[src/rtl/pc_pkg.sv]
// Shared types and derived constants for the IF-stage program-counter generator.
// Derived widths here reflect the default configuration and seed the module parameter defaults.
package pc_pkg;

  typedef enum logic [1:0] {
    BOOT,
    RUN,
    HALTED
  } pc_state_t;

  localparam int PC_DEF_INC       = 4;
  localparam int PC_DEF_RAS_DEPTH = 4;
  localparam int ALIGN_BITS       = $clog2(PC_DEF_INC);
  localparam int RAS_PTR_W        = $clog2(PC_DEF_RAS_DEPTH);

endpackage

[src/rtl/pc_ras.sv]
// Circular return-address stack: a push when full overwrites the oldest entry and the count saturates.
// Push wins over pop; a pop on an empty stack is ignored.
module pc_ras
  import pc_pkg::*;
#(
  parameter int N     = 32,
  parameter int DEPTH = 1 << RAS_PTR_W
) (
  input  logic         clk,
  input  logic         reset,
  input  logic         i_push,
  input  logic         i_pop,
  input  logic [N-1:0] i_data,
  output logic [N-1:0] o_top,
  output logic         o_empty
);

  localparam int PTR_W = $clog2(DEPTH);
  localparam logic [PTR_W:0] FULL_CNT = (PTR_W + 1)'(DEPTH);

  logic [N-1:0]     r_mem [DEPTH];
  logic [PTR_W-1:0] r_topIdx;
  logic [PTR_W-1:0] w_pushIdx;
  logic [PTR_W:0]   r_count;
  logic             w_full;

  assign w_pushIdx = r_topIdx + 1'b1;
  assign w_full    = (r_count == FULL_CNT);
  assign o_empty   = (r_count == '0);
  assign o_top     = r_mem[r_topIdx];

  // The top index simply wraps, so overwriting the oldest entry needs no extra logic.
  always_ff @(posedge clk) begin
    if (reset) begin
      r_topIdx <= '0;
      r_count  <= '0;
    end else if (i_push) begin
      r_topIdx <= w_pushIdx;
      if (!w_full) begin
        r_count <= r_count + 1'b1;
      end
    end else if (i_pop && !o_empty) begin
      r_topIdx <= r_topIdx - 1'b1;
      r_count  <= r_count - 1'b1;
    end
  end

  always_ff @(posedge clk) begin
    if (!reset && i_push) begin
      r_mem[w_pushIdx] <= i_data;
    end
  end

endmodule

[src/rtl/pc_gen.sv]
// IF-stage program counter: reset vector, increment, stall, redirect, halt/resume, fetch-valid.
// Define PC_RAS_EN to add call/ret ports backed by a return-address stack (pc_ras).
module pc_gen
  import pc_pkg::*;
#(
  parameter int           N         = 32,
  parameter int           INC       = 1 << ALIGN_BITS,
  parameter logic [N-1:0] RESET_PC  = '0,
  parameter int           RAS_DEPTH = 1 << RAS_PTR_W
) (
  input  logic         clk,
  input  logic         reset,
  input  logic         stall,
  input  logic         redirect,
  input  logic [N-1:0] target,
  input  logic         halt,
  input  logic         resume,
`ifdef PC_RAS_EN
  input  logic         call,
  input  logic         ret,
  output logic         ras_err,
`endif
  output logic [N-1:0] pc,
  output logic         pc_valid,
  output logic         misalign,
  output logic         halted
);

  localparam logic [N-1:0] INC_V      = N'(INC);
  localparam logic [N-1:0] ALIGN_MASK = N'(INC - 1);

  if (INC < 1 || (INC & (INC - 1)) != 0) begin : g_badInc
    $error("pc_gen: INC must be a power of two");
  end
  if ((RESET_PC & ALIGN_MASK) != '0) begin : g_badResetPc
    $error("pc_gen: RESET_PC must be INC-aligned");
  end
  if (RAS_DEPTH < 2 || (RAS_DEPTH & (RAS_DEPTH - 1)) != 0) begin : g_badRasDepth
    $error("pc_gen: RAS_DEPTH must be a power of two >= 2");
  end

  pc_state_t    r_state;
  pc_state_t    w_stateNext;
  logic [N-1:0] r_pc;
  logic [N-1:0] w_pcNext;
  logic [N-1:0] w_pcInc;
  logic [N-1:0] w_targetAligned;
  logic         w_targetMis;
  logic         r_misalign;
  logic         w_misNext;

`ifdef PC_RAS_EN
  logic         w_push;
  logic         w_pop;
  logic         w_rasEmpty;
  logic [N-1:0] w_rasTop;
  logic         r_rasErr;
  logic         w_rasErrNext;

  pc_ras #(
    .N     (N),
    .DEPTH (RAS_DEPTH)
  ) u_ras (
    .clk     (clk),
    .reset   (reset),
    .i_push  (w_push),
    .i_pop   (w_pop),
    .i_data  (w_pcInc),
    .o_top   (w_rasTop),
    .o_empty (w_rasEmpty)
  );
`endif

  assign w_pcInc         = r_pc + INC_V;
  assign w_targetAligned = target & ~ALIGN_MASK;
  assign w_targetMis     = |(target & ALIGN_MASK);

  always_ff @(posedge clk) begin
    if (reset) begin
      r_state <= BOOT;
    end else begin
      r_state <= w_stateNext;
    end
  end

  // Redirect outranks halt and stall; stall only blocks increment and stack traffic.
  always_comb begin
    w_stateNext = r_state;
    w_pcNext    = r_pc;
    w_misNext   = 1'b0;
`ifdef PC_RAS_EN
    w_push       = 1'b0;
    w_pop        = 1'b0;
    w_rasErrNext = 1'b0;
`endif
    case (r_state)
      BOOT: begin
        w_stateNext = RUN;
      end
      RUN: begin
        if (redirect) begin
          w_pcNext  = w_targetAligned;
          w_misNext = w_targetMis;
`ifdef PC_RAS_EN
          w_push = call & ~stall;
`endif
        end else if (halt) begin
          w_stateNext = HALTED;
        end else if (!stall) begin
`ifdef PC_RAS_EN
          if (ret && !w_rasEmpty) begin
            w_pcNext = w_rasTop;
            w_pop    = 1'b1;
          end else begin
            w_pcNext     = w_pcInc;
            w_rasErrNext = ret;
          end
`else
          w_pcNext = w_pcInc;
`endif
        end
      end
      HALTED: begin
        if (redirect) begin
          w_pcNext    = w_targetAligned;
          w_misNext   = w_targetMis;
          w_stateNext = RUN;
        end else if (resume) begin
          w_pcNext    = w_pcInc;
          w_stateNext = RUN;
        end
      end
      default: begin
        w_stateNext = BOOT;
      end
    endcase
  end

  always_ff @(posedge clk) begin
    if (reset) begin
      r_pc       <= RESET_PC;
      r_misalign <= 1'b0;
`ifdef PC_RAS_EN
      r_rasErr   <= 1'b0;
`endif
    end else begin
      r_pc       <= w_pcNext;
      r_misalign <= w_misNext;
`ifdef PC_RAS_EN
      r_rasErr   <= w_rasErrNext;
`endif
    end
  end

  always_comb begin
    pc       = r_pc;
    misalign = r_misalign;
    pc_valid = (r_state == RUN);
    halted   = (r_state == HALTED);
`ifdef PC_RAS_EN
    ras_err  = r_rasErr;
`endif
  end

endmodule

[config.mk]
export PLATFORM = sky130hd
export DESIGN_NAME = pc_gen
export DESIGN_NICKNAME = d
export VERILOG_FILES = /design/src/rtl/pc_pkg.sv /design/src/rtl/pc_ras.sv /design/src/rtl/pc_gen.sv
export SDC_FILE = /design/constraint.sdc
export NUM_CORES = 1
export LEC_CHECK = 0
export CAP_MARGIN = 10
export CORE_UTILIZATION = 48
export CTS_BUF_LIST = sky130_fd_sc_hd__clkbuf_8
export CTS_CLUSTER_SIZE = 40
export DETAILED_ROUTE_END_ITERATION = 10
export GPL_TIMING_DRIVEN = 0
export HOLD_SLACK_MARGIN = 0.02
export PLACE_DENSITY = 0.83
export SYNTH_ARGS = -nofsm -noshare
export SYNTH_HDL_FRONTEND = slang
export SYNTH_SLANG_ARGS = --single-unit
[constraint.sdc]
create_clock -name clk -period 2.9 [get_ports clk]
set_input_delay 0.29 -clock clk [delete_from_list [all_inputs] [get_ports clk]]
set_output_delay 0.29 -clock clk [all_outputs]
set_load 0.02 [all_outputs]
# --- Word level (Yosys, flattened, before mapping) ---
# Cells that the tools add are included.
classes:
  n_addsub: 1
  eq_ne: 7
  muxes: 11
  bitwise_logic: 2
  n_reduce_logical: 7
op_table:
  columns: ["operator", "count"]
  rows:
  - ["two-way mux 32 bit", 5]
  - ["one-hot mux 32 bit (2 select lines)", 1]
  - ["adder 32 x 3 -> 32 bit, second input constant", 1]
  - ["!= test 3 bit, second input constant", 3]
  - ["two-way mux 2 bit", 4]
  - ["one-hot mux 2 bit (3 select lines)", 1]
  - ["!= test 2 bit, second input constant", 2]
  - ["AND reduction 4 bit", 1]
  - ["OR reduction 2 bit", 2]
  - ["AND reduction 3 bit", 1]
  - ["OR reduction 3 bit", 1]
  - ["equality test 2 x 1 -> 1 bit, second input constant", 1]
  - ["equality test 2 bit, second input constant", 1]
  - ["logical NOT 2 bit", 1]
  - ["inverter 1 bit", 2]
  - ["nonzero test 2 bit", 1]
word_totals:
  reg_bits: 35
  output_inout_bits: 35
  wordCells: 31

# --- Depth between registers and ports, before layout ---
# Gate-level depths: netlist (run 1).
depth:
  depth_word: 5
  depth_mapped: 9
  ltp_nobuf: 7

# --- Worst setup path after synthesis (run 1) ---
# OpenSTA, ideal clock, no wires.
synth_timing:
  kind: "flip-flop to flip-flop"
  from: "register r_state[0]"
  to: "register r_pc[4] (netlist: pc[4])"
  setup_ps: 128
  t_arrival_ps: 2142
  t_required_ps: 2772
  slack_ps: 630
  path_stages_with_launch: 10
  period_less_slack_ps: 2270
  cell_sequence: "dfxtp_1 > inv_1 > ha_1 > or3b_2 > o221ai_1 > clkbuf_1 > buf_1 > nor2_1 > a21oi_1 > nor2_1"
synth_between:
  elab_chain_cells: 3
synth_lines:
  columns: ["element", "line", "text"]
  rows:
  - ["start, declared", "pc_gen.sv:42", "pc_state_t r_state;"]
  - ["start signal, assigned", "pc_gen.sv:82", "r_state <= w_stateNext;"]
  - ["equality test 2 bit *", null, null]
  - ["via halted", "pc_gen.sv:26", "output logic halted"]
  - ["!= test 3 bit (no source line) or nonzero test 2 bit (tied branches)", null, null]
  - ["AND reduction 4 bit (no source line)", null, null]
  - ["end signal, assigned", "pc_gen.sv:147", "r_pc <= w_pcNext;"]
  - ["end, declared", "pc_gen.sv:44", "logic [N-1:0] r_pc;"]
# The timed path passes the listed nets; every way through them passes the cells marked *.
# A chain may end at the register's enable or synchronous reset.

# --- Worst setup path after layout (run 1) ---
layout_timing:
  from: "input redirect"
  to: "register r_pc[4] (netlist: pc[4])"
layout_between:
  elab_chain_cells: 2
layout_lines:
  columns: ["element", "line", "text"]
  rows:
  - ["start, declared", "pc_gen.sv:14", "input logic redirect,"]
  - ["!= test 3 bit (no source line) (tied with other cells)", null, null]
  - ["AND reduction 4 bit (no source line) or one-hot mux 32 bit (2 select lines) (tied branches)", null, null]
# Parallel ways exist; a longest one is shown, timed or not.

==> results of run 1 <==
sequential cells by signal (all words and copies together) (netlist names):
signal    count
misalign      1
pc           30
r_state       2
worst register-to-register path, cell delays in order (launching register included):
cell                       delay (ns)
sky130_fd_sc_hd__dfxtp_1         0.33
sky130_fd_sc_hd__inv_1           0.08
sky130_fd_sc_hd__ha_1            0.29
sky130_fd_sc_hd__or3b_2          0.53
sky130_fd_sc_hd__o221ai_1        0.13
sky130_fd_sc_hd__clkbuf_1        0.45
sky130_fd_sc_hd__clkbuf_2        0.37
sky130_fd_sc_hd__nor2_1          0.11
sky130_fd_sc_hd__a21oi_1         0.15
sky130_fd_sc_hd__nor2_1          0.05
kinds of logic after synthesis:
group	Yosys count	share of synthesized area, %
AOI/OAI and AO/OA	93	27.4
adders and majority gates	4	2.26
buffers and inverters	35	6.61
DFF	33	29.8
muxes	6	2.71
other	1	0.169
and+or+nand+nor	129	31.0
metal layers:
metal  vias to the layer above  part of all wire [%]  track usage, %
li1                       1289                     -               -
met1                      1242                    42            40.8
met2                       179                    46            50.5
met3                        23                    11            5.34
met4                         0                   2.0            11.3
met5                         -                     0               0
area by class of cell:
cell class | count | share of cell area (%)
multi-input cells | 234 | 45.9
repair buffers | 70 | 22.8
flip-flops and latches | 33 | 21.5
plain buffers | 24 | 3.46
clock buffers | 6 | 2.69
well taps | 52 | 2.12
inverters | 11 | 1.34
clock inverters | 1 | 0.122
power by group through the flow:
| stage | Sequential, W | Combinational [W] | Clock [W] |
|---|---|---|---|
| 3_3_place_gp | 0.000581 | 0.000486 | 0 |
| 3_5_place_dp | 0.000582 | 0.000494 | 0 |
| 6_report | 0.000576 | 0.000505 | 0.000366 |
| 5_1_grt | 0.000584 | 0.000543 | 0.000380 |
| 2_1_floorplan | 0.000625 | 0.000219 | 0 |
| 4_1_cts | 0.000572 | 0.000497 | 0.000366 |
synth_stat cells, types with 2 or more instances:
cell type / count / area, µm²
sky130_fd_sc_hd__dfxtp_1: 33 / 661
sky130_fd_sc_hd__nand2_1: 26 / 97.6
sky130_fd_sc_hd__nor2_1: 26 / 97.6
sky130_fd_sc_hd__a21oi_1: 21 / 105
sky130_fd_sc_hd__o21ai_0: 21 / 105
sky130_fd_sc_hd__clkbuf_1: 17 / 63.8
sky130_fd_sc_hd__nand3_1: 17 / 85.1
sky130_fd_sc_hd__nor3_1: 12 / 60.1
sky130_fd_sc_hd__inv_1: 11 / 41.3
sky130_fd_sc_hd__nor4_1: 11 / 68.8
sky130_fd_sc_hd__a211oi_1: 8 / 60.1
sky130_fd_sc_hd__a31oi_1: 7 / 43.8
sky130_fd_sc_hd__and3_1: 7 / 43.8
sky130_fd_sc_hd__mux2i_1: 6 / 60.1
sky130_fd_sc_hd__o22ai_1: 6 / 37.5
sky130_fd_sc_hd__a22oi_1: 4 / 30.0
sky130_fd_sc_hd__and4_1: 4 / 35.0
sky130_fd_sc_hd__buf_4: 4 / 30.0
sky130_fd_sc_hd__ha_1: 4 / 50.1
sky130_fd_sc_hd__nand2b_1: 4 / 25.0
sky130_fd_sc_hd__nand4_1: 4 / 25.0
sky130_fd_sc_hd__or3_1: 4 / 25.0
sky130_fd_sc_hd__a21o_1: 3 / 22.5
sky130_fd_sc_hd__buf_1: 3 / 11.3
sky130_fd_sc_hd__o211ai_1: 3 / 22.5
sky130_fd_sc_hd__o31ai_1: 3 / 22.5
sky130_fd_sc_hd__or4_1: 3 / 22.5
sky130_fd_sc_hd__a211o_1: 2 / 17.5
sky130_fd_sc_hd__and2_1: 2 / 12.5
sky130_fd_sc_hd__nand4_2: 2 / 25.0
sky130_fd_sc_hd__o221ai_1: 2 / 17.5
sky130_fd_sc_hd__o41ai_1: 2 / 17.5
sky130_fd_sc_hd__or4_4: 2 / 22.5
metrics by stage:
step	hold slack (ns)	setup slack, ns	area (µm²)	power, W
floorplan	0.410	0.630	2220	0.000845
CTS	0.503	0.155	3070	0.00143
global placement	0.487	0.0991	2980	0.00107
global route	0.543	0.119	3070	0.00151
finish	0.502	0.246	3070	0.00145
detailed placement	0.493	0.0504	2980	0.00108
worst min path at each step:
| stage | from | endpoint | slack [ns] | depth (start not counted) |
|---|---|---|---|---|
| floorplan | target[31] | pc[31]$_SDFFE_PP0P_ | 0.41 | 2 |
| global placement | r_state[1]$_SDFFE_PP0P_ | r_state[1]$_SDFFE_PP0P_ | 0.49 | 2 |
| detailed placement | r_state[1]$_SDFFE_PP0P_ | r_state[1]$_SDFFE_PP0P_ | 0.49 | 2 |
| CTS | r_state[1]$_SDFFE_PP0P_ | r_state[1]$_SDFFE_PP0P_ | 0.50 | 2 |
| global route | r_state[1]$_SDFFE_PP0P_ | r_state[1]$_SDFFE_PP0P_ | 0.54 | 2 |
| finish | r_state[1]$_SDFFE_PP0P_ | r_state[1]$_SDFFE_PP0P_ | 0.50 | 2 |
timing repair:
| item | CTS | global route |
|---|---|---|
| setup endpoints to repair | 0 | 3 |
| resized for setup | 0 | 1 |
| setup buffers | 0 | 0 |
==> out/results.md, run 1 <==
## Status
* status: complete, no violations

## Yosys
* fraction of the yosys area taken by sequential cells: 29.8%
* count of different cell masters after synthesis: 50
* fraction of registers with async set/reset: 0%
* number of flops mapped to enable cells by yosys: 0
* synthesized area per cell: 7.36 µm²
* area of the mapped netlist: 2210 µm²
* register bit count reported by yosys: 33
* most used flip-flop cell after synthesis: sky130_fd_sc_hd__dfxtp_1
* number of warnings reported in the yosys synthesis log: 0
* synthesized netlist cell count: 301

## Floorplanning
* row count: 24
* area enclosed by the die boundary: 4890 µm²
* core footprint: 4380 µm²
* DIE WIDTH: 69.9 µm
* initial core utilization: 50.5%
* count of boundary I/O pins: 73
* Die Height: 69.9 µm

## CTS
* clock sink total: 33
* clock tree buffer depth: 2
* CTS root buffer: sky130_fd_sc_hd__clkbuf_8
* insertion delay of the later-clocked pin in the worst-skew pair: 0.29 ns
* H-Tree Depth: 2
* CTS tree: yes
* Num CTS Buffers: 5
* clock slew seen by the registers of the worst setup and hold paths: 0.07 ns
* quantity of hold-fixing buffers added after cts: 0

## Setup path
* worst path bufs/invs: 4
* largest driver fanout on the critical path: 10
* Crit. Startpoint: redirect
* reg-to-reg setup timing slack: 0.30 ns
* cell type group with the largest total delay on the critical path: buffers and inverters
* capturing element of the worst setup path: pc[4]$_SDFFE_PP0P_
* type of element capturing the critical path: flip-flop
* maximum single-stage delay on the critical path: 0.47 ns
* reg2reg start: r_state[0]$_SDFFE_PP0P_
* critical register-to-register path endpoint: pc[4]$_SDFFE_PP0P_
* kind of launch point of the worst setup path: input port
* Top cell by count, worst path: sky130_fd_sc_hd__clkbuf_1
* required time worst endpoint: 3.07 ns
* cell-by-cell listing of the critical path: clkdlybuf4s50_1 -> clkbuf_1 -> nand2b_1 -> o221a_2 -> clkbuf_1 -> clkbuf_1 -> o21ai_0 -> a21oi_1 -> nor2_1
* Setup Crit Path Kind: in -> reg
* path depth of the worst reg2reg path: 9
* slowest stage cell on the critical path: sky130_fd_sc_hd__clkdlybuf4s50_1
* number of cells on the critical path: 9
* data arrival at the endpoint of the critical path: 2.82 ns

## Place
* cell count after placement: 424
* gpl congestion: 0.939
* placed wire-length estimate after detailed placement: 5170 µm
* total of buffers placed on input and output ports: 70

## Timing
* share of the cycle needed by the critical path after routing: 91.5%
* Max Clock Skew: 0.00317 ns
* Fin Setup TNS: 0 ns
* Hold Fails Final Rpt: 0
* Tmin final: 2.65 ns
* # setup viols final: 0
* setup repair after global routing missed its margin: false
* Highest Clock Rate: 377 MHz
* Max-slew headroom: 51.8%
* final number of max-transition violations: 0
* Worst-Margin Slew: 0.716 ns

## Drt
* total via count after detailed routing: 2,733
* total wire length after detailed routing: 7510 µm
* number of detailed-routing iterations run before antenna repair: 5
* First DRT Iteration DRCs: 376
* routed length per instance: 17.4 µm
* DRC violation count after routing: 0
* Routed Antenna Nets: 0
* vias per inst: 6.34

## Finish
* storage element area: 661 µm²
* Filler cells: 377
* post-route non-filler standard cell count: 431
* fraction of layout instances using a drive strength above 1: 5.01%
* commonest non-fill, non-tap cell in the layout: sky130_fd_sc_hd__clkdlybuf4s50_1
* commonest cells after routing, fill and taps aside: 70 x sky130_fd_sc_hd__clkdlybuf4s50_1, 33 x sky130_fd_sc_hd__dfxtp_1, 26 x sky130_fd_sc_hd__nor2_1, 26 x sky130_fd_sc_hd__nand2_1
* fin nets: 421
* antenna fix cells: 0
* Layout Utilization: 70.1%
* synth-to-layout area growth: 38.7%
* area used by multi-input combinational logic: 1410 µm²

## Power and ir drop
* maximum ir drop on the vdd rail: 289 µV
* share of total power in the clock network: 25.3%
* switching power summed over all nets: 0.000534 W
* register share of total power: 39.8%
* Internal: 0.000913 W
* Cell Pwr Density: 471 nW/µm²
* combinational cell fraction of total power: 34.9%
* share of total power consumed by net switching: 36.9%
* leakage power: 1.04 nW

## Hold path
* HP Class: reg -> reg

## Global routing
* number of global-route vias before repair: 2,444
* initial antenna violation count: 0
* leftover overflow at the end of global routing: 0
* pin count of the biggest net entering global routing: 11
* overall global routing resource usage: 30.9%
* wire length of the first global-routing pass: 12,000 µm

## Run
* number of max-capacitance violations reported: 0

(Power assumes the default switching activity.)
==> inputs of run 2 (changes only) <==
--- a/config.mk
+++ b/config.mk
@@ -6,13 +6,13 @@
 export NUM_CORES = 1
 export LEC_CHECK = 0
 export CAP_MARGIN = 10
-export CORE_UTILIZATION = 48
+export CORE_UTILIZATION = 50
 export CTS_BUF_LIST = sky130_fd_sc_hd__clkbuf_8
 export CTS_CLUSTER_SIZE = 40
 export DETAILED_ROUTE_END_ITERATION = 10
 export GPL_TIMING_DRIVEN = 0
 export HOLD_SLACK_MARGIN = 0.02
-export PLACE_DENSITY = 0.83
+export PLACE_DENSITY = 0.86
 export SYNTH_ARGS = -nofsm -noshare
 export SYNTH_HDL_FRONTEND = slang
 export SYNTH_SLANG_ARGS = --single-unit
==> constraint.sdc (replaced) <==
create_clock -name clk -period 3.3 [get_ports clk]
set_input_delay 0.33 -clock clk [delete_from_list [all_inputs] [get_ports clk]]
set_output_delay 0.33 -clock clk [all_outputs]
set_load 0.02 [all_outputs]
==> run 2 against run 1 <==
Via count grew 1.9%. Design area shrank 0.33%. Clock power shrank 18%. Routed wire length grew 1.4%. Critical path type is now reg -> reg.
==> out/results.md, run 2 (same netlist as run 1, synthesis figures left out) <==
## Status
* status: complete, no violations, unchanged

## Timing
* Highest Clock Rate: 369 MHz
* setup repair after global routing missed its margin: false, unchanged
* Tmin final: 2.71 ns
* final number of max-transition violations: 0, unchanged
* Max Clock Skew: 0.00807 ns, was 0.00317 ns
* Hold Fails Final Rpt: 0, unchanged
* share of the cycle needed by the critical path after routing: 82.1%
* Worst-Margin Slew: 0.816 ns, was 0.716 ns
* # setup viols final: 0, unchanged
* Fin Setup TNS: 0 ns, unchanged
* Max-slew headroom: 45.1%, was 51.8%

## Finish
* number of flip-flops under the largest register name: 30, unchanged
* commonest cells after routing, fill and taps aside: 70 x sky130_fd_sc_hd__clkdlybuf4s50_1, 33 x sky130_fd_sc_hd__dfxtp_1, 26 x sky130_fd_sc_hd__nor2_1, 26 x sky130_fd_sc_hd__nand2_1, unchanged
* antenna fix cells: 0, unchanged
* cell area after layout: 3060 µm², was 3070 µm²
* commonest non-fill, non-tap cell in the layout: sky130_fd_sc_hd__clkdlybuf4s50_1, unchanged
* synth-to-layout area growth: 38.2%, was 38.7%
* fraction of layout instances using a drive strength above 1: 4.47%, was 5.01%
* fin nets: 421, unchanged

## CTS
* clock sink total: 33, unchanged
* Num CTS Buffers: 5, unchanged
* clock tree buffer depth: 2, unchanged
* post-cts gate resize count: 0, unchanged
* CTS tree: yes, unchanged
* insertion delay of the later-clocked pin in the worst-skew pair: 0.29 ns, about the same
* quantity of hold-fixing buffers added after cts: 0, unchanged
* H-Tree Depth: 2, unchanged
* CTS root buffer: sky130_fd_sc_hd__clkbuf_8, unchanged
* clock slew seen by the registers of the worst setup and hold paths: 0.07 ns, about the same
* buffers inserted by post-CTS timing repair: 0, unchanged

## Global routing
* initial antenna violation count: 0, unchanged
* overall global routing resource usage: 33.8%, was 30.9%
* leftover overflow at the end of global routing: 0, unchanged
* wire length of the first global-routing pass: 11,600 µm, was 12,000 µm
* met1 Usage GRT: 40.2%, was 40.8%
* number of global-route vias before repair: 2,493, was 2,444
* GR Layer Usage met2: 57.2%, was 50.5%
* Most Used Layer, Global Route: met2, unchanged
* grt met3 use: 6.74%, was 5.34%
* pin count of the biggest net entering global routing: 11, unchanged

## Setup path
* type of element capturing the critical path: flip-flop, unchanged
* critical register-to-register path endpoint: pc[5]$_SDFFE_PP0P_, was pc[4]$_SDFFE_PP0P_
* required time worst endpoint: 3.52 ns, was 3.07 ns
* kind of launch point of the worst setup path: flip-flop, was input port
* reg2reg start: r_state[0]$_SDFFE_PP0P_, unchanged
* path depth of the worst reg2reg path: 8, was 9
* reg-to-reg setup timing slack: 0.59 ns, was 0.30 ns
* Setup Crit Path Kind: reg -> reg, was in -> reg
* data arrival at the endpoint of the critical path: 2.93 ns, was 2.82 ns
* largest driver fanout on the critical path: 10, unchanged

## Floorplanning
* count of boundary I/O pins: 73, unchanged
* core footprint: 4120 µm², was 4380 µm²
* initial core utilization: 53.8%, was 50.5%
* DIE WIDTH: 68.6 µm, was 69.9 µm
* row count: 23, was 24
* Die Height: 68.6 µm, was 69.9 µm
* area enclosed by the die boundary: 4700 µm², was 4890 µm²

## Place
* gpl congestion: 0.930, was 0.939
* placed wire-length estimate after detailed placement: 5290 µm, was 5170 µm
* placement-stage cell area: 2980 µm², about the same
* total of buffers placed on input and output ports: 70, unchanged

## Power and ir drop
* maximum ir drop on the vdd rail: 265 µV, was 289 µV
* Design Power: 0.00125 W, was 0.00145 W
* leakage power: 1.04 nW, about the same
* Cell Pwr Density: 407 nW/µm², was 471 nW/µm²

## Drt
* total wire length after detailed routing: 7610 µm, was 7510 µm
* Routed Antenna Nets: 0, unchanged
* DRC violation count after routing: 0, unchanged
* vias per inst: 6.47, was 6.34
* total via count after detailed routing: 2,784, was 2,733
* First DRT Iteration DRCs: 326, was 376
* routed length per instance: 17.7 µm, was 17.4 µm
* number of detailed-routing iterations run before antenna repair: 5, unchanged

## Hold path
* number of instances on the worst hold path: 2, unchanged
* HP Class: reg -> reg, unchanged
* Hold Crit Start: r_state[1]$_SDFFE_PP0P_, unchanged
* Hold EP: r_state[1]$_SDFFE_PP0P_, unchanged

## Run
* number of max-capacitance violations reported: 0, unchanged

-- run 2: power breakdown --
part / internal (W) / total (W) / leakage [nW] / switching, W
clock network: 0.000141 / 0.000299 / 0.0519 / 0.000158
registers: 0.000443 / 0.000506 / 0.270 / 0.0000633
logic: 0.000196 / 0.000441 / 0.717 / 0.000245
-- run 2: how the worst max path moves through the flow --
stage	endpoint	slack [ns]	cells after the start	start
finish	pc[5]$_SDFFE_PP0P_	0.59	8	r_state[0]$_SDFFE_PP0P_
global route	pc[5]$_SDFFE_PP0P_	0.42	8	r_state[0]$_SDFFE_PP0P_
CTS	pc[4]$_SDFFE_PP0P_	0.64	9	r_state[0]$_SDFFE_PP0P_
detailed placement	pc[4]$_SDFFE_PP0P_	0.47	9	redirect
global placement	pc[9]$_SDFFE_PP0P_	0.50	9	redirect
floorplan	pc[4]$_SDFFE_PP0P_	1.03	9	r_state[0]$_SDFFE_PP0P_
-- run 2: cell type report --
cell class	count	area, µm²
multi-input combinational	234	1410
fill	361	1050
timing repair buffer	70	701
sequential	33	661
buffer	24	105
clock buffer	5	68.8
tap	50	62.6
inverter	11	41.3
clock inverter	3	11.3
-- run 2: worst max-delay path, cell delays in order, from the launching register on --
cell	delay, ns
sky130_fd_sc_hd__dfxtp_1	0.33
sky130_fd_sc_hd__inv_1	0.09
sky130_fd_sc_hd__ha_1	0.28
sky130_fd_sc_hd__or3b_2	0.53
sky130_fd_sc_hd__o221ai_1	0.14
sky130_fd_sc_hd__clkbuf_1	0.43
sky130_fd_sc_hd__buf_1	0.46
sky130_fd_sc_hd__o21ai_0	0.19
sky130_fd_sc_hd__a21oi_1	0.18
-- run 2: routing by layer --
| metal | vias to the layer above | wire length [µm] |
|---|---|---|
| met1 | 1273 | 3060 |
| met5 | - | 0 |
| li1 | 1298 | - |
| met2 | 182 | 3560 |
| met3 | 31 | 783 |
| met4 | 0 | 207 |
-- run 2: through the flow --
step                      instances  hold WS, ns  worst slack [ns]  util, %
final                           430        0.500             0.590     74.4
after global routing            430        0.549             0.415     74.4
after CTS                       430        0.501             0.638     74.4
after detailed placement        422        0.491             0.465     72.5
after global placement          422        0.483             0.498     72.5
after floorplan                 302        0.450              1.03        -
==> inputs of run 3 (changes only) <==
--- a/config.mk
+++ b/config.mk
@@ -6,13 +6,13 @@
 export NUM_CORES = 1
 export LEC_CHECK = 0
 export CAP_MARGIN = 10
-export CORE_UTILIZATION = 50
+export CORE_UTILIZATION = 43
 export CTS_BUF_LIST = sky130_fd_sc_hd__clkbuf_8
 export CTS_CLUSTER_SIZE = 40
 export DETAILED_ROUTE_END_ITERATION = 10
 export GPL_TIMING_DRIVEN = 0
 export HOLD_SLACK_MARGIN = 0.02
-export PLACE_DENSITY = 0.86
+export PLACE_DENSITY = 0.79
 export SYNTH_ARGS = -nofsm -noshare
 export SYNTH_HDL_FRONTEND = slang
 export SYNTH_SLANG_ARGS = --single-unit
==> constraint.sdc (replaced) <==
create_clock -name clk -period 2.35 [get_ports clk]
set_input_delay 0.235 -clock clk [delete_from_list [all_inputs] [get_ports clk]]
set_output_delay 0.235 -clock clk [all_outputs]
set_load 0.02 [all_outputs]
==> run 3 against run 2 <==
Global-route usage down 5.4 points. Cell count up 3.3%. Total power up 44%. Register-to-register slack worse by 0.53 ns. Sequential share of layout area shrank 0.27 points. Clock-buffer cell count up 1. Design area grew 2.6%. Sequential power up 42%. Via count is 2.5% lower. Largest power group unchanged.
==> out/results.md, run 3 (same netlist as run 1, synthesis figures left out) <==
## Drt
* met1 layer wirelength in the final routing: 3230 µm, was 3060 µm
* total via count after detailed routing: 2,715, was 2,784
* routed length per instance: 17.0 µm, was 17.7 µm
* met3 WL: 678 µm, was 783 µm
* vias per inst: 6.11, was 6.47
* Routed Antenna Nets: 0, unchanged
* DRC violation count after routing: 0, unchanged
* highest routed metal layer: met4, unchanged
* total wire length after detailed routing: 7560 µm, was 7610 µm
* met2 wire length: 3520 µm, was 3560 µm
* First DRT Iteration DRCs: 368, was 326
* number of detailed-routing iterations run before antenna repair: 5, unchanged

## Timing
* Hold WS: 0.513 ns, was 0.500 ns
* Hold Fails Final Rpt: 0, unchanged
* Tmin final: 2.29 ns, was 2.71 ns
* # setup viols final: 0, unchanged
* Max Clock Skew: 0.00484 ns, was 0.00807 ns
* final number of max-transition violations: 0, unchanged
* Worst-Margin Slew: 0.768 ns, was 0.816 ns
* Highest Clock Rate: 436 MHz, was 369 MHz
* share of the cycle needed by the critical path after routing: 97.5%, was 82.1%
* Max-slew headroom: 48.3%, was 45.1%
* setup repair after global routing missed its margin: false, unchanged

## Floorplanning
* core footprint: 4850 µm², was 4120 µm²
* Die Height: 73.8 µm, was 68.6 µm
* initial core utilization: 45.7%, was 53.8%
* DIE WIDTH: 73.8 µm, was 68.6 µm
* row count: 25, was 23
* count of boundary I/O pins: 73, unchanged
* area enclosed by the die boundary: 5440 µm², was 4700 µm²

## Global routing
* wire length of the first global-routing pass: 11,600 µm, about the same
* number of global-route vias before repair: 2,438, was 2,493
* leftover overflow at the end of global routing: 0, unchanged
* pin count of the biggest net entering global routing: 11, unchanged
* overall global routing resource usage: 28.4%, was 33.8%
* initial antenna violation count: 0, unchanged

## Power and ir drop
* Cell Pwr Density: 572 nW/µm², was 407 nW/µm²
* register share of total power: 40.0%, was 40.6%
* Internal: 0.00114 W, was 0.000780 W
* share of total power in the clock network: 25.0%, was 24.0%
* combinational cell fraction of total power: 35.0%, was 35.4%
* maximum ir drop on the vdd rail: 319 µV, was 265 µV
* switching power summed over all nets: 0.000657 W, was 0.000466 W
* leakage power: 1.08 nW, was 1.04 nW
* share of total power consumed by net switching: 36.6%, was 37.4%

## CTS
* clock tree buffer depth: 2, unchanged
* H-Tree Depth: 2, unchanged
* buffers inserted by post-CTS timing repair: 0, unchanged
* clock slew seen by the registers of the worst setup and hold paths: 0.07 ns, about the same
* quantity of hold-fixing buffers added after cts: 0, unchanged
* insertion delay of the later-clocked pin in the worst-skew pair: 0.29 ns, about the same
* post-cts gate resize count: 6, was 0
* Num CTS Buffers: 5, unchanged
* clock sink total: 33, unchanged
* CTS root buffer: sky130_fd_sc_hd__clkbuf_8, unchanged
* CTS tree: yes, unchanged

## Finish
* Layout Utilization: 64.8%, was 74.4%
* number of flip-flops under the largest register name: 30, unchanged
* cell area after layout: 3140 µm², was 3060 µm²
* post-route non-filler standard cell count: 444, was 430
* fin nets: 419, was 421
* synth-to-layout area growth: 41.9%, was 38.2%
* fraction of layout instances using a drive strength above 1: 9.28%, was 4.47%
* commonest non-fill, non-tap cell in the layout: sky130_fd_sc_hd__clkdlybuf4s50_1, unchanged
* antenna fix cells: 0, unchanged
* commonest cells after routing, fill and taps aside: 70 x sky130_fd_sc_hd__clkdlybuf4s50_1, 26 x sky130_fd_sc_hd__nor2_1, 26 x sky130_fd_sc_hd__nand2_1, 26 x sky130_fd_sc_hd__dfxtp_1, was 70 x sky130_fd_sc_hd__clkdlybuf4s50_1, 33 x sky130_fd_sc_hd__dfxtp_1, 26 x sky130_fd_sc_hd__nor2_1, 26 x sky130_fd_sc_hd__nand2_1

## Setup path
* required time worst endpoint: 2.53 ns, was 3.52 ns
* worst path bufs/invs: 1, was 3
* cell-by-cell listing of the critical path: buf_4 -> nand4_2 -> or4_4 -> or4_4 -> nand3_1 -> or3b_1, was inv_1 -> ha_1 -> or3b_2 -> o221ai_1 -> clkbuf_1 -> buf_1 -> o21ai_0 -> a21oi_1
* type of element capturing the critical path: flip-flop, unchanged
* cell type group with the largest total delay on the critical path: simple AND/OR/NAND/NOR gates, was buffers and inverters
* slowest stage cell on the critical path: sky130_fd_sc_hd__or4_4, was sky130_fd_sc_hd__or3b_2
* Top cell by count, worst path: sky130_fd_sc_hd__or4_4
* path depth of the worst reg2reg path: 6, was 8
* Setup Crit Path Kind: reg -> reg, unchanged
* kind of launch point of the worst setup path: flip-flop, unchanged
* data arrival at the endpoint of the critical path: 2.47 ns, was 2.93 ns
* number of cells on the critical path: 6, was 8
* maximum single-stage delay on the critical path: 0.63 ns, was 0.53 ns
* largest driver fanout on the critical path: 9, was 10

## Place
* gpl congestion: 0.936, was 0.930
* cell count after placement: 439, was 422
* total of buffers placed on input and output ports: 70, unchanged
* placement-stage cell area: 3000 µm², was 2980 µm²
* placed wire-length estimate after detailed placement: 5310 µm, was 5290 µm

## Hold path
* number of instances on the worst hold path: 2, unchanged
* HP Class: reg -> reg, unchanged

## Run
* number of max-capacitance violations reported: 0, unchanged

## Status
* status: complete, no violations, unchanged

-- run 3: cell types whose count changed in the layout (fill, tap and decap cells not counted), sizes merged --
cell,change
inv,-2
clkbuf,-1
-- run 3: area by class of cell --
type                    instances  area, µm²
plain buffers                  22        113
clock buffers                   6       82.6
clock inverters                 1       3.75
fillers                       435       1710
inverters                      11       41.3
multi-input cells             234       1450
flip-flops and latches         33        669
well taps                      67       83.8
repair buffers                 70        701
-- run 3: path summary, 6_finish.rpt --
path	endpoint	startpoint	slack, ns
setup / recovery	pc[27]$_SDFFE_PP0P_	pc[14]$_SDFFE_PP0P_	0.06
hold / removal	r_state[1]$_SDFFE_PP0P_	r_state[1]$_SDFFE_PP0P_	0.51
setup reg to reg	pc[27]$_SDFFE_PP0P_	pc[14]$_SDFFE_PP0P_	0.06
hold reg to reg	r_state[1]$_SDFFE_PP0P_	r_state[1]$_SDFFE_PP0P_	0.51
-- run 3: worst min-delay path: cells and delay by family (launching register included) --
kind | cells | cell delay [ns]
DFF | 1 | 0.33
AOI/OAI and AO/OA | 2 | 0.14
-- run 3: routing by layer --
| metal | vias up | global-route usage (%) |
|---|---|---|
| li1 | 1290 | - |
| met1 | 1258 | 35.7 |
| met2 | 151 | 46.4 |
| met3 | 16 | 6.31 |
| met4 | 0 | 12.2 |
| met5 | - | 0 |
-- run 3: power by group through the flow --
stage | clock network [W] | registers, W | logic [W]
2_1_floorplan | 0 | 0.000772 | 0.000271
3_3_place_gp | 0 | 0.000718 | 0.000600
4_1_cts | 0.000451 | 0.000708 | 0.000617
5_1_grt | 0.000476 | 0.000727 | 0.000674
6_report | 0.000449 | 0.000718 | 0.000629
3_5_place_dp | 0 | 0.000720 | 0.000609
-- run 3: through the flow --
step / setup slack, ns / setup TNS [ns] / total power, W
after floorplan: 0.0804 / 0 / 0.00104
after global placement: -0.396 / -8.03 / 0.00132
after detailed placement: -0.437 / -8.35 / 0.00133
after CTS: -0.0617 / -0.174 / 0.00178
after global routing: 0.0154 / 0 / 0.00188
final: 0.0585 / 0 / 0.00180
